File: src/rtl/bcd_timer_counter.sv
// rtl/bcd_timer_counter.sv - multi-digit BCD timer/counter with run/stop/done control
module bcd_timer_counter #(
  parameter int DIGITS = 4,
  parameter bit WRAP   = 1'b0
) (
  input  logic                clock,
  input  logic                clearn,
  input  logic [4*DIGITS-1:0] data,
  input  logic                loadn,
  input  logic                start,
  input  logic                stop,
  input  logic                dir,
  input  logic                en,
  output logic [4*DIGITS-1:0] digits,
  output logic                zero,
  output logic                tc,
  output logic                running,
  output logic                done
);

  localparam int W = 4 * DIGITS;

  typedef enum logic [1:0] {
    ST_IDLE = 2'd0,
    ST_RUN  = 2'd1,
    ST_DONE = 2'd2
  } state_e;

  state_e         state_q, state_d;
  logic [W-1:0]   value_q, value_d;
  logic           running_q, running_d;
  logic           done_q, done_d;
  logic [W-1:0]   load_val, count_val;
  logic           all_zero, all_nine, terminal;

  // Per-digit clamp of the load value and the rippled next count value.
  always_comb begin
    logic       chain;
    logic [3:0] nib;
    logic [3:0] dnib;
    logic [3:0] nxt;
    load_val  = '0;
    count_val = '0;
    all_zero  = 1'b1;
    all_nine  = 1'b1;
    chain     = 1'b1;
    for (int k = 0; k < DIGITS; k++) begin
      nib  = value_q[4*k +: 4];
      dnib = data[4*k +: 4];
      load_val[4*k +: 4] = (dnib > 4'd9) ? 4'd9 : dnib;
      nxt = nib;
      if (chain) begin
        if (nib > 4'd9)
          nxt = 4'd9;
        else if (dir)
          nxt = (nib == 4'd9) ? 4'd0 : nib + 4'd1;
        else
          nxt = (nib == 4'd0) ? 4'd9 : nib - 4'd1;
      end
      count_val[4*k +: 4] = nxt;
      chain    = chain & (dir ? (nib == 4'd9) : (nib == 4'd0));
      all_zero = all_zero & (nib == 4'd0);
      all_nine = all_nine & (nib == 4'd9);
    end
  end

  assign terminal = dir ? all_nine : all_zero;

  always_comb begin
    state_d = state_q;
    value_d = value_q;
    done_d  = 1'b0;
    if (!loadn) begin
      value_d = load_val;
      if (state_q == ST_DONE)
        state_d = ST_IDLE;
    end else if (stop) begin
      if (state_q == ST_RUN)
        state_d = ST_IDLE;
    end else if (start && (state_q != ST_RUN)) begin
      state_d = ST_RUN;
    end else if ((state_q == ST_RUN) && en) begin
      if (terminal && (WRAP == 1'b0)) begin
        state_d = ST_DONE;
        done_d  = 1'b1;
      end else begin
        value_d = count_val;
      end
    end
    running_d = (state_d == ST_RUN);
  end

  always_ff @(posedge clock or negedge clearn) begin
    if (!clearn) begin
      state_q   <= ST_IDLE;
      value_q   <= '0;
      running_q <= 1'b0;
      done_q    <= 1'b0;
    end else begin
      state_q   <= state_d;
      value_q   <= value_d;
      running_q <= running_d;
      done_q    <= done_d;
    end
  end

  assign digits  = value_q;
  assign zero    = all_zero;
  assign tc      = en && (state_q == ST_RUN) && terminal;
  assign running = running_q;
  assign done    = done_q;

endmodule

File: config.mk
export PLATFORM = sky130hd
export DESIGN_NAME = bcd_timer_counter
export DESIGN_NICKNAME = d
export VERILOG_FILES = /design/src/rtl/bcd_timer_counter.sv
export SDC_FILE = /design/constraint.sdc
export NUM_CORES = 1
export LEC_CHECK = 0
export CAP_MARGIN = 20
export CORE_MARGIN = 1.5
export CORE_UTILIZATION = 40
export CTS_CLUSTER_SIZE = 28
export DETAILED_ROUTE_END_ITERATION = 10
export DONT_BUFFER_PORTS = 1
export PLACE_DENSITY_LB_ADDON = 0.2
export REMOVE_ABC_BUFFERS = 1
export SYNTH_ARGS = -nofsm -noshare
export SYNTH_HDL_FRONTEND = slang
export SYNTH_SLANG_ARGS = --single-unit
File: constraint.sdc
create_clock -name clock -period 2.4 [get_ports clock]
set_input_delay 0.12 -clock clock [delete_from_list [all_inputs] [get_ports clock]]
set_output_delay 0.12 -clock clock [all_outputs]
set_load 0.1 [all_outputs]
Word-level counts from Yosys, hierarchy flattened
Cells that the tools add are included.
{"block": "totals", "ff_bits": 20, "input_bits": 23, "wordCells": 101, "output_inout_bits": 20}
{"block": "classes", "n_bitwise": 8, "n_lt_le_gt_ge": 8, "add_sub_neg": 8, "mux": 44, "n_reduce_logical": 11, "eq_ne": 15}
{"cell": "2-to-1 mux 4 bit", "n": 23}
{"cell": "2-to-1 mux 16 bit", "n": 5}
{"cell": "greater-than comparator 4 bit, second input constant", "n": 8}
{"cell": "adder 4 x 1 -> 4 bit, second input constant", "n": 4}
{"cell": "equality test 4 bit, second input constant", "n": 4}
{"cell": "logical NOT 4 bit", "n": 4}
{"cell": "subtractor 4 x 1 -> 4 bit, second input constant", "n": 4}
{"cell": "AND reduction 5 bit", "n": 3}
{"cell": "2-to-1 mux 2 bit", "n": 7}
{"cell": "inequality test 2 x 1 -> 1 bit, second input constant", "n": 5}
{"cell": "2-to-1 mux 1 bit", "n": 9}
{"cell": "bitwise AND 1 bit", "n": 8}
{"cell": "inequality test 2 bit, second input constant", "n": 3}
{"cell": "equality test 2 x 1 -> 1 bit, second input constant", "n": 2}
{"cell": "AND reduction 4 bit", "n": 1}
{"cell": "logical AND 1 bit", "n": 3}
{"cell": "equality test 2 bit, second input constant", "n": 1}

Depth between registers and ports, before layout
Gate-level depths: netlist (run 1).
{"block": "logic_depth", "ltp_word": 11, "mapped_depth": 8, "depth_no_buf": 7}

Least setup slack after synthesis (run 1)
No wires, ideal clock.
{"block": "synth_timing", "path_kind": "register to output", "start": "reg value_q[12] (netlist: digits[12])", "end": "out tc", "path_slack_ps": -1311, "path_stages_with_launch": 8, "arrival_ps": 3591, "cell_sequence": "dfrtp_1 -> ha_1 -> nand3b_1 -> or3_1 -> o22ai_1 -> buf_2 -> nand2_1 -> nor2_1"}
{"block": "synth_between", "elab_chain_cells": 4, "word_cells_on_any_way": 6}
{"item": "start, declared", "line": "30", "text": "logic [W-1:0] value_q, value_d;"}
{"item": "start signal, assigned", "line": "101", "text": "value_q <= value_d;"}
{"item": "equality test 4 bit / logical NOT 4 bit (equally long branches)", "line": "63, 62"}
{"item": "bitwise AND 1 bit (on tied branches)", "line": "63, 62"}
{"item": "2-to-1 mux 1 bit (*)", "line": "67", "text": "assign terminal = dir ? all_nine : all_zero;"}
{"item": "logical AND 1 bit (*)", "line": "109", "text": "assign tc = en && (state_q == ST_RUN) && terminal;"}
{"item": "end, declared", "line": "16", "text": "output logic tc,"}
Every way passes the cells marked *; elsewhere a longest branch is shown, timed or not.

Worst setup path after layout (run 1)
{"block": "layout_timing", "start": "reg value_q[13] (netlist: digits[13])", "end": "out tc"}
Same word-level chain as after synthesis.

==> results by group, run 1 <==
Critical path
  – Reg2reg path depth: 9
  – Critical Path Source Type: register
  – Crit path capture type: output pin
  – Setup Crit Path Kind: reg2out
  – Arrival time at the worst endpoint: 2.17 ns
  – Worst Path Required: between 2 and 2.5 ns
  – Crit-path max FO: 5

Timing
  – Max_slew headroom: a little over a third
  – FMAX: approximately 440 MHz
  – Worst Skew: between 0.001 and 0.0015 ns
  – Max-slew violation count: 0
  – Worst Tran Pin Value: approximately 0.96 ns
  – Setup violators final: 0
  – Final Hold Viols: 0
  – Final Cycle Share: around 95%
  – Fin crit period: between 2 and 2.5 ns

Final layout
  – Share of layout cells above drive strength 1: a little under a quarter
  – Area grow syn2layout: 18.8%
  – Diode count: 0
  – Most frequent cells in the layout: 28 x buf_4, 20 x nor2_1, 19 x dfrtp_1
  – Final Non-Filler Cells: roughly 310
  – Commonest non-fill, non-tap cell in the layout: buf_4
  – Design Area, Final: 2220 um2
  – Fin nets: around 280

Status
  – Status: finished, final reports clean

Logic synthesis
  – Post-synthesis sequential area ratio: a little over a quarter
  – Yosys warning count: 0
  – EDFF count, synth: 0
  – Mapped Avg Cell Area: approximately 8 um2
  – Distinct cells, synth: between 50 and 60
  – Seq cells post-synth: 20
  – Top cell type's share of synthesized area: a little over a quarter
  – Mapped Cells: ~240
  – Dominant cell type by area after synthesis: dfrtp_1
  – Post-synth top flop: dfrtp_1
  – Area contributors post-synth: dfrtp_1 27%, a21oi_1 4.6%, nor2_1 4.2%
  – Post-Syn Area: 1870 um2
  – Synth async-reset ratio: 100%

Drt
  – Remaining antenna violation count: 0
  – Drt initial violations: around 170
  – Total Wirelength: ~5.1 mm
  – First-pass iteration count of the detailed router: 4
  – Vias per std cell: 6.07
  – # DRC: 0
  – Via Count: between 1.5k and 2k
  – Routed length per instance: 16.6 um

Floorplanning
  – Total core area: 4410 um2
  – Full die area: 5080 um2
  – Initial core utilization: approximately 42%
  – Height of the die: roughly 70 um
  – Die width: between 70 and 80 um
  – # IOs: 43
  – Cell Rows: 24

CTS
  – Clock root buffer: clkbuf_8
  – Skew-Pair Late Insertion Delay: between 0.2 and 0.3 ns
  – Worst-path clk slew: approximately 0.08 ns
  – Max Buffers Root-to-Sink: 2
  – CTS tree: built
  – H-Tree Depth: 1
  – CTS sink count: 20
  – Cts bufs inserted: 3

Place
  – Placed cell area: a little over 2000 um2
  – Cells after DPL: ~300
  – GPL Wtd Cong: 0.822
  – Post-DP HPWL: 3.70 mm
  – IO Port Bufs: 0

Pwr
  – Pleak: between 0.9 and 1 nW
  – Worst VDD drop: roughly 0.00037 V
  – Pwr Density: 711 nW/um2

Global routing
  – GRT overflow: 0
  – Vias in the first global route: approximately 1.8k
  – First-pass GRT wire length: about 8.9 mm
  – Initial antenna violation count: 0
  – Largest net degree at the start of global routing: 34
  – GRT Overall Usage: ~22%

Worst hold path
  – Cells on Worst Hold Path: 2
  – Hold WC Path Type: in2reg

Job
  – Max Cap Violations: 0
-- logic make-up (layout without fill, tap and decap cells) --
group                    after synthesis  in the layout  synth area share (%)
AO/OA/AOI/OAI                         75             75                  29.6
XOR/XNOR                               3              3                  1.41
adder cells (fa/ha/maj)                4              4                  2.68
buffers and inverters                 37             54                  8.85
flip-flops                            20             20                  26.8
multiplexers                           6              6                  3.49
AND/OR/NAND/NOR                       94             94                  27.2
-- per-layer routing --
layer | part of all wire, % | GRT usage [%] | vias up
met1 | 45 | 29.9 | 884
met4 | 0.70 | 5.45 | 0
met5 | 0 | 0 | -
met2 | 50 | 35.4 | 44
li1 | - | - | 937
met3 | 4.5 | 3.09 | 4
-- registers in the layout, summed over array words and instances, names as in the netlist --
register  cells
done          1
running       1
digits       16
state_q       2
-- worst max-delay path, cell delays in order, from the launching register on --
cell and delay (ns):
dfrtp_1 0.38, inv_1 0.11, ha_4 0.17, nand3b_1 0.16
or3_1 0.42, o22ai_2 0.12, buf_4 0.15, nand2_1 0.06
nor2_2 0.15, buf_12 0.20
-- Yosys cell counts (3+ instances only) --
| cell | number |
|---|---|
| a311oi_1 | 5 |
| clkbuf_1 | 6 |
| o22ai_1 | 4 |
| nor2b_1 | 3 |
| a21oi_1 | 17 |
| o211ai_1 | 6 |
| nand2b_1 | 6 |
| nand4_1 | 3 |
| nor2_1 | 21 |
| nand3_1 | 13 |
| mux2_2 | 4 |
| or3_1 | 3 |
| inv_1 | 17 |
| xnor2_1 | 3 |
| a221oi_1 | 6 |
| o21ai_0 | 11 |
| nor4_1 | 7 |
| and3_1 | 4 |
| or2_2 | 3 |
| nand2_1 | 12 |
| ha_1 | 4 |
| nor3_1 | 9 |
| buf_2 | 12 |
| dfrtp_1 | 20 |
-- worst paths after layout --
| kind | endpoint | start | slack (ns) |
|---|---|---|---|
| max reg2reg | digits[11] | digits[12] | 0.16 |
| min | digits[7] | data[7] | 0.009 |
| max | tc | digits[13] | 0.11 |
| max in group asynchronous | digits[12] | clearn | 1.30 |
| min in group asynchronous | running | clearn | 0.45 |
| min reg2reg | state_q[0] | state_q[0] | 0.57 |
-- final cells by class --
cell class,count,area (um2)
Clock buffer,3,41.3
Clock inverter,1,30.0
Fill cell,448,2200
Inverter,17,63.8
Multi-Input combinational cell,182,1230
Sequential cell,20,502
Tap cell,52,65.1
Timing Repair Buffer,33,280
-- repair_timing --
item | CTS | global route
pin swaps | 0 | 1
buffers inserted | 1 | 2
gates resized for setup | 2 | 6
hold endpoints to repair | 27 | 0
hold buffers | 3 | 0
endpoints found under the setup margin | 1 | 9
-- power by group --
part / leakage [nW] / internal [mW] / total [mW] / switching [mW]
clock: 0.0357 / 0.223 / 0.342 / 0.119
sequential: 0.236 / 0.387 / 0.479 / 0.0917
combinational: 0.640 / 0.224 / 0.757 / 0.532
-- per-stage QoR --
stage          util (%)  total power [mW]  setup TNS (ns)  hold WS, ns  worst slack (ns)
2_1_floorplan         -              1.06           -9.82       -0.176             -1.46
3_3_place_gp       46.7              1.21               0       -0.175             0.246
3_5_place_dp       46.7              1.22               0       -0.175             0.154
4_1_cts            49.3              1.57               0      0.00536            0.0318
5_1_grt            50.2              1.67         -0.0152      0.00765           -0.0152
6_report           50.2              1.58               0      0.00856             0.109
No activity file was read; power rests on OpenSTA's default activity.
==> run 2, diff against run 1 <==
Settings changed: ABC_AREA from default to 1, CORE_MARGIN 1.5 to 2, PLACE_DENSITY from default to 0.66, PLACE_DENSITY_LB_ADDON 0.2 to default.
==> results by group, run 2 <==
Floorplanning
  – Total core area: 4410 um2 (unchanged)
  – Cell Rows: 24 (unchanged)
  – Height of the die: 72.0 um (was 71.3 um)
  – Full die area: 5180 um2 (was 5080 um2)
  – Die width: 72.0 um (was 71.3 um)
  – Initial core utilization: 41.9% (was 42.3%)
  – # IOs: 43 (unchanged)

Logic synthesis
  – Post-synth top flop: dfrtp_1 (unchanged)
  – Most frequent cell after synthesis: nand2_1 (was nor2_1)
  – Synth async-reset ratio: 100% (unchanged)
  – Yosys warning count: 0 (unchanged)
  – Dominant cell type by area after synthesis: dfrtp_1 (unchanged)
  – EDFF count, synth: 0 (unchanged)
  – Post-Syn Area: 1850 um2 (was 1870 um2)
  – Top cell type's share of synthesized area: 27.1% (was 26.8%)
  – Seq cells post-synth: 20 (unchanged)
  – Mapped Cells: 287 (was 239)
  – Area contributors post-synth: dfrtp_1 27%, nand2_1 15%, nand3_1 7.6% (was dfrtp_1 27%, a21oi_1 4.6%, nor2_1 4.2%)
  – Distinct cells, synth: 36 (was 57)
  – Top cells by count, synth: 75 x nand2_1, 34 x inv_1, 30 x nor2_1 (was 21 x nor2_1, 20 x dfrtp_1, 17 x a21oi_1, 17 x inv_1, 13 x nand3_1)
  – Mapped Avg Cell Area: 6.44 um2 (was 7.81 um2)
  – Post-synthesis sequential area ratio: 27.1% (was 26.8%)

Drt
  – # DRC: 0 (unchanged)
  – Vias per std cell: 5.39 (was 6.07)
  – Total Wirelength: 4.92 mm (was 5.12 mm)
  – First-pass iteration count of the detailed router: 4 (unchanged)
  – Routed length per instance: 13.8 um (was 16.6 um)
  – Via Count: 1924 (was 1869)
  – Remaining antenna violation count: 0 (unchanged)
  – Drt initial violations: 112 (was 171)

Timing
  – Max_slew headroom: 42.1% (was 35.8%)
  – Max-slew violation count: 0 (unchanged)
  – FMAX: 484 MHz (was 436 MHz)
  – Setup TNS: 0 ns (unchanged)
  – Fin crit period: 2.07 ns (was 2.29 ns)
  – RSZ-0062 raised after global routing: no
  – Final Cycle Share: 86.1% (was 95.5%)
  – Setup violators final: 0 (unchanged)
  – Worst Skew: 0.00904 ns (was 0.00109 ns)
  – Setup WS post-layout: 0.334 ns (was 0.109 ns)
  – Worst Tran Pin Value: 0.870 ns (was 0.960 ns)
  – Worst Hold Slack: 0.0180 ns (was 0.00856 ns)
  – Final Hold Viols: 0 (unchanged)

Critical path
  – Crit-path max FO: 6 (was 5)
  – CP peak stage delay: 0.39 ns (was 0.42 ns)
  – Setup Crit Path Kind: reg2out (unchanged)
  – Arrival time at the worst endpoint: 1.95 ns (was 2.17 ns)
  – Reg2reg path depth: 12 (was 9)
  – Crit-path cells: inv_1 > ha_1 > nand3_2 > nor3_1 > nand3_1 > nand2_1 > inv_1 > nor2_2 > buf_12 (was inv_1 > ha_4 > nand3b_1 > or3_1 > o22ai_2 > buf_4 > nand2_1 > nor2_2 > buf_12)
  – CP max stage cell: dfrtp_1 (was or3_1)
  – Worst Path Required: 2.28 ns (about the same)
  – CP dominant cell by count: inv_1
  – RR Startpoint: digits[4] (was digits[12])
  – Crit path capture type: output pin (unchanged)
  – Critical Path Source Type: register (unchanged)
  – Crit path launch: digits[13] (unchanged)

Global routing
  – Largest net degree at the start of global routing: 21 (was 34)
  – Grt met2 use: 33.1% (was 35.4%)
  – Met3 Usage GRT: 4.44% (was 3.09%)
  – Vias in the first global route: 1792 (was 1831)
  – Initial antenna violation count: 0 (unchanged)
  – GRT overflow: 0 (unchanged)
  – GR peak layer: met2 (unchanged)
  – Met1 Use GR: 26.7% (was 29.9%)
  – GRT Overall Usage: 20.3% (was 21.5%)
  – First-pass GRT wire length: 8.40 mm (was 8.90 mm)

Job
  – Max Cap Violations: 0 (unchanged)

CTS
  – Max Buffers Root-to-Sink: 2 (unchanged)
  – Cts bufs inserted: 3 (unchanged)
  – Post-cts resize count: 0 (was 2)
  – CTS tree: built (unchanged)
  – CTS sink count: 20 (unchanged)
  – Skew-Pair Late Insertion Delay: 0.28 ns (was 0.26 ns)
  – H-Tree Depth: 1 (unchanged)
  – Clock root buffer: clkbuf_8 (unchanged)
  – Worst-path clk slew: 0.09 ns (was 0.08 ns)

Place
  – Post-DP HPWL: 3.74 mm (was 3.70 mm)
  – IO Port Bufs: 0 (unchanged)
  – DP Worst Slack: 0.630 ns (was 0.154 ns)
  – GPL Wtd Cong: 0.907 (was 0.822)

Final layout
  – Diode count: 0 (unchanged)
  – Share of layout cells above drive strength 1: 16.7% (was 23.0%)
  – Area grow syn2layout: 17.7% (was 18.8%)
  – Commonest non-fill, non-tap cell in the layout: nand2_1 (was buf_4)
  – Max FFs per register: 16 (unchanged)
  – Fin nets: 333 (was 284)
  – Most frequent cells in the layout: 75 x nand2_1, 34 x inv_1, 29 x nor2_1 (was 28 x buf_4, 20 x nor2_1, 19 x dfrtp_1)

Worst hold path
  – Hold WC Path Type: in2reg (unchanged)
  – Hold path start: loadn (was data[7])
  – Cells on Worst Hold Path: 2 (unchanged)

Pwr
  – Pwr Density: 898 nW/um2 (was 711 nW/um2)
  – Worst VDD drop: 0.000536 V (was 0.000372 V)
  – Pleak: 1.09 nW (was 0.912 nW)

Status
  – Status: finished, final reports clean (unchanged)
==> run 2: cell count changes after synthesis, sizes merged, moves of 7 or more <==
cell / delta
nand2: +71
inv: +19
buf: -9
a21oi: -7
nor2: +15
nor3: -7
o21ai: +19
nand3: +18
a221oi: -7
==> run 2: worst paths after layout <==
check                        endpoint  slack (ns)
min in group asynchronous  digits[13]        0.17
min                         digits[9]        0.02
min reg2reg                digits[12]        0.54
max reg2reg                digits[14]        0.62
max in group asynchronous        done        1.82
max                                tc        0.33
==> run 2: logic make-up (layout without fill, tap and decap cells) <==
group                      count (synthesis)  in the layout  synth area share (%)
and+or+nand+nor                          157            157                  40.4
AOI/OAI and AO/OA                         59             59                  19.2
buffers and inverters                     44             62                  9.21
DFF                                       20             20                  27.1
adders and majority gates                  4              4                  2.71
xor gates and xnor gates                   3              3                  1.42
==> run 2: layout make-up <==
class	instances	area [um2]
Clock buffer	3	41.3
Clock inverter	1	30.0
Fill cell	444	2240
Inverter	37	139
Multi-Input combinational cell	223	1190
Sequential cell	20	500
Tap cell	52	65.1
Timing Repair Buffer	21	213
==> run 2: what timing repair did <==
action                     CTS  global route
setup endpoints to repair    0             0
hold endpoints to repair    23             0
setup buffers                0             0
hold buffers                 2             0
==> run 2: through the flow <==
| stage | power [mW] | cell area (um2) | util (%) | std cells |
|---|---|---|---|---|
| 6_report | 1.95 | 2170 | 49.3 | 357 |
| 5_1_grt | 2.07 | 2170 | 49.3 | 357 |
| 4_1_cts | 1.95 | 2150 | 48.6 | 356 |
| 3_5_place_dp | 1.58 | 2060 | 46.6 | 350 |
| 3_3_place_gp | 1.57 | 2060 | 46.6 | 350 |
| 2_1_floorplan | 1.36 | 1820 | - | 280 |
==> run 2: routing by layer <==
metal | part of all wire [%] | vias to the layer above
met4 | 0.73 | 0
met5 | 0 | -
met3 | 6.1 | 4
met2 | 48 | 64
met1 | 45 | 873
li1 | - | 983
==> run 2: report_power, final <==
part           internal [mW]  leakage, nW  switching, mW
registers              0.397        0.250         0.0990
clock network          0.223       0.0357          0.137
logic                  0.270        0.802          0.825
==> run 2: worst max-delay path: cells and delay by family, from the launching register on <==
kind	cells	cell delay, ns
buffers and inverters	3	0.37
flip-flops	1	0.39
AND/OR/NAND/NOR	5	0.70
adder cells (fa/ha/maj)	1	0.21
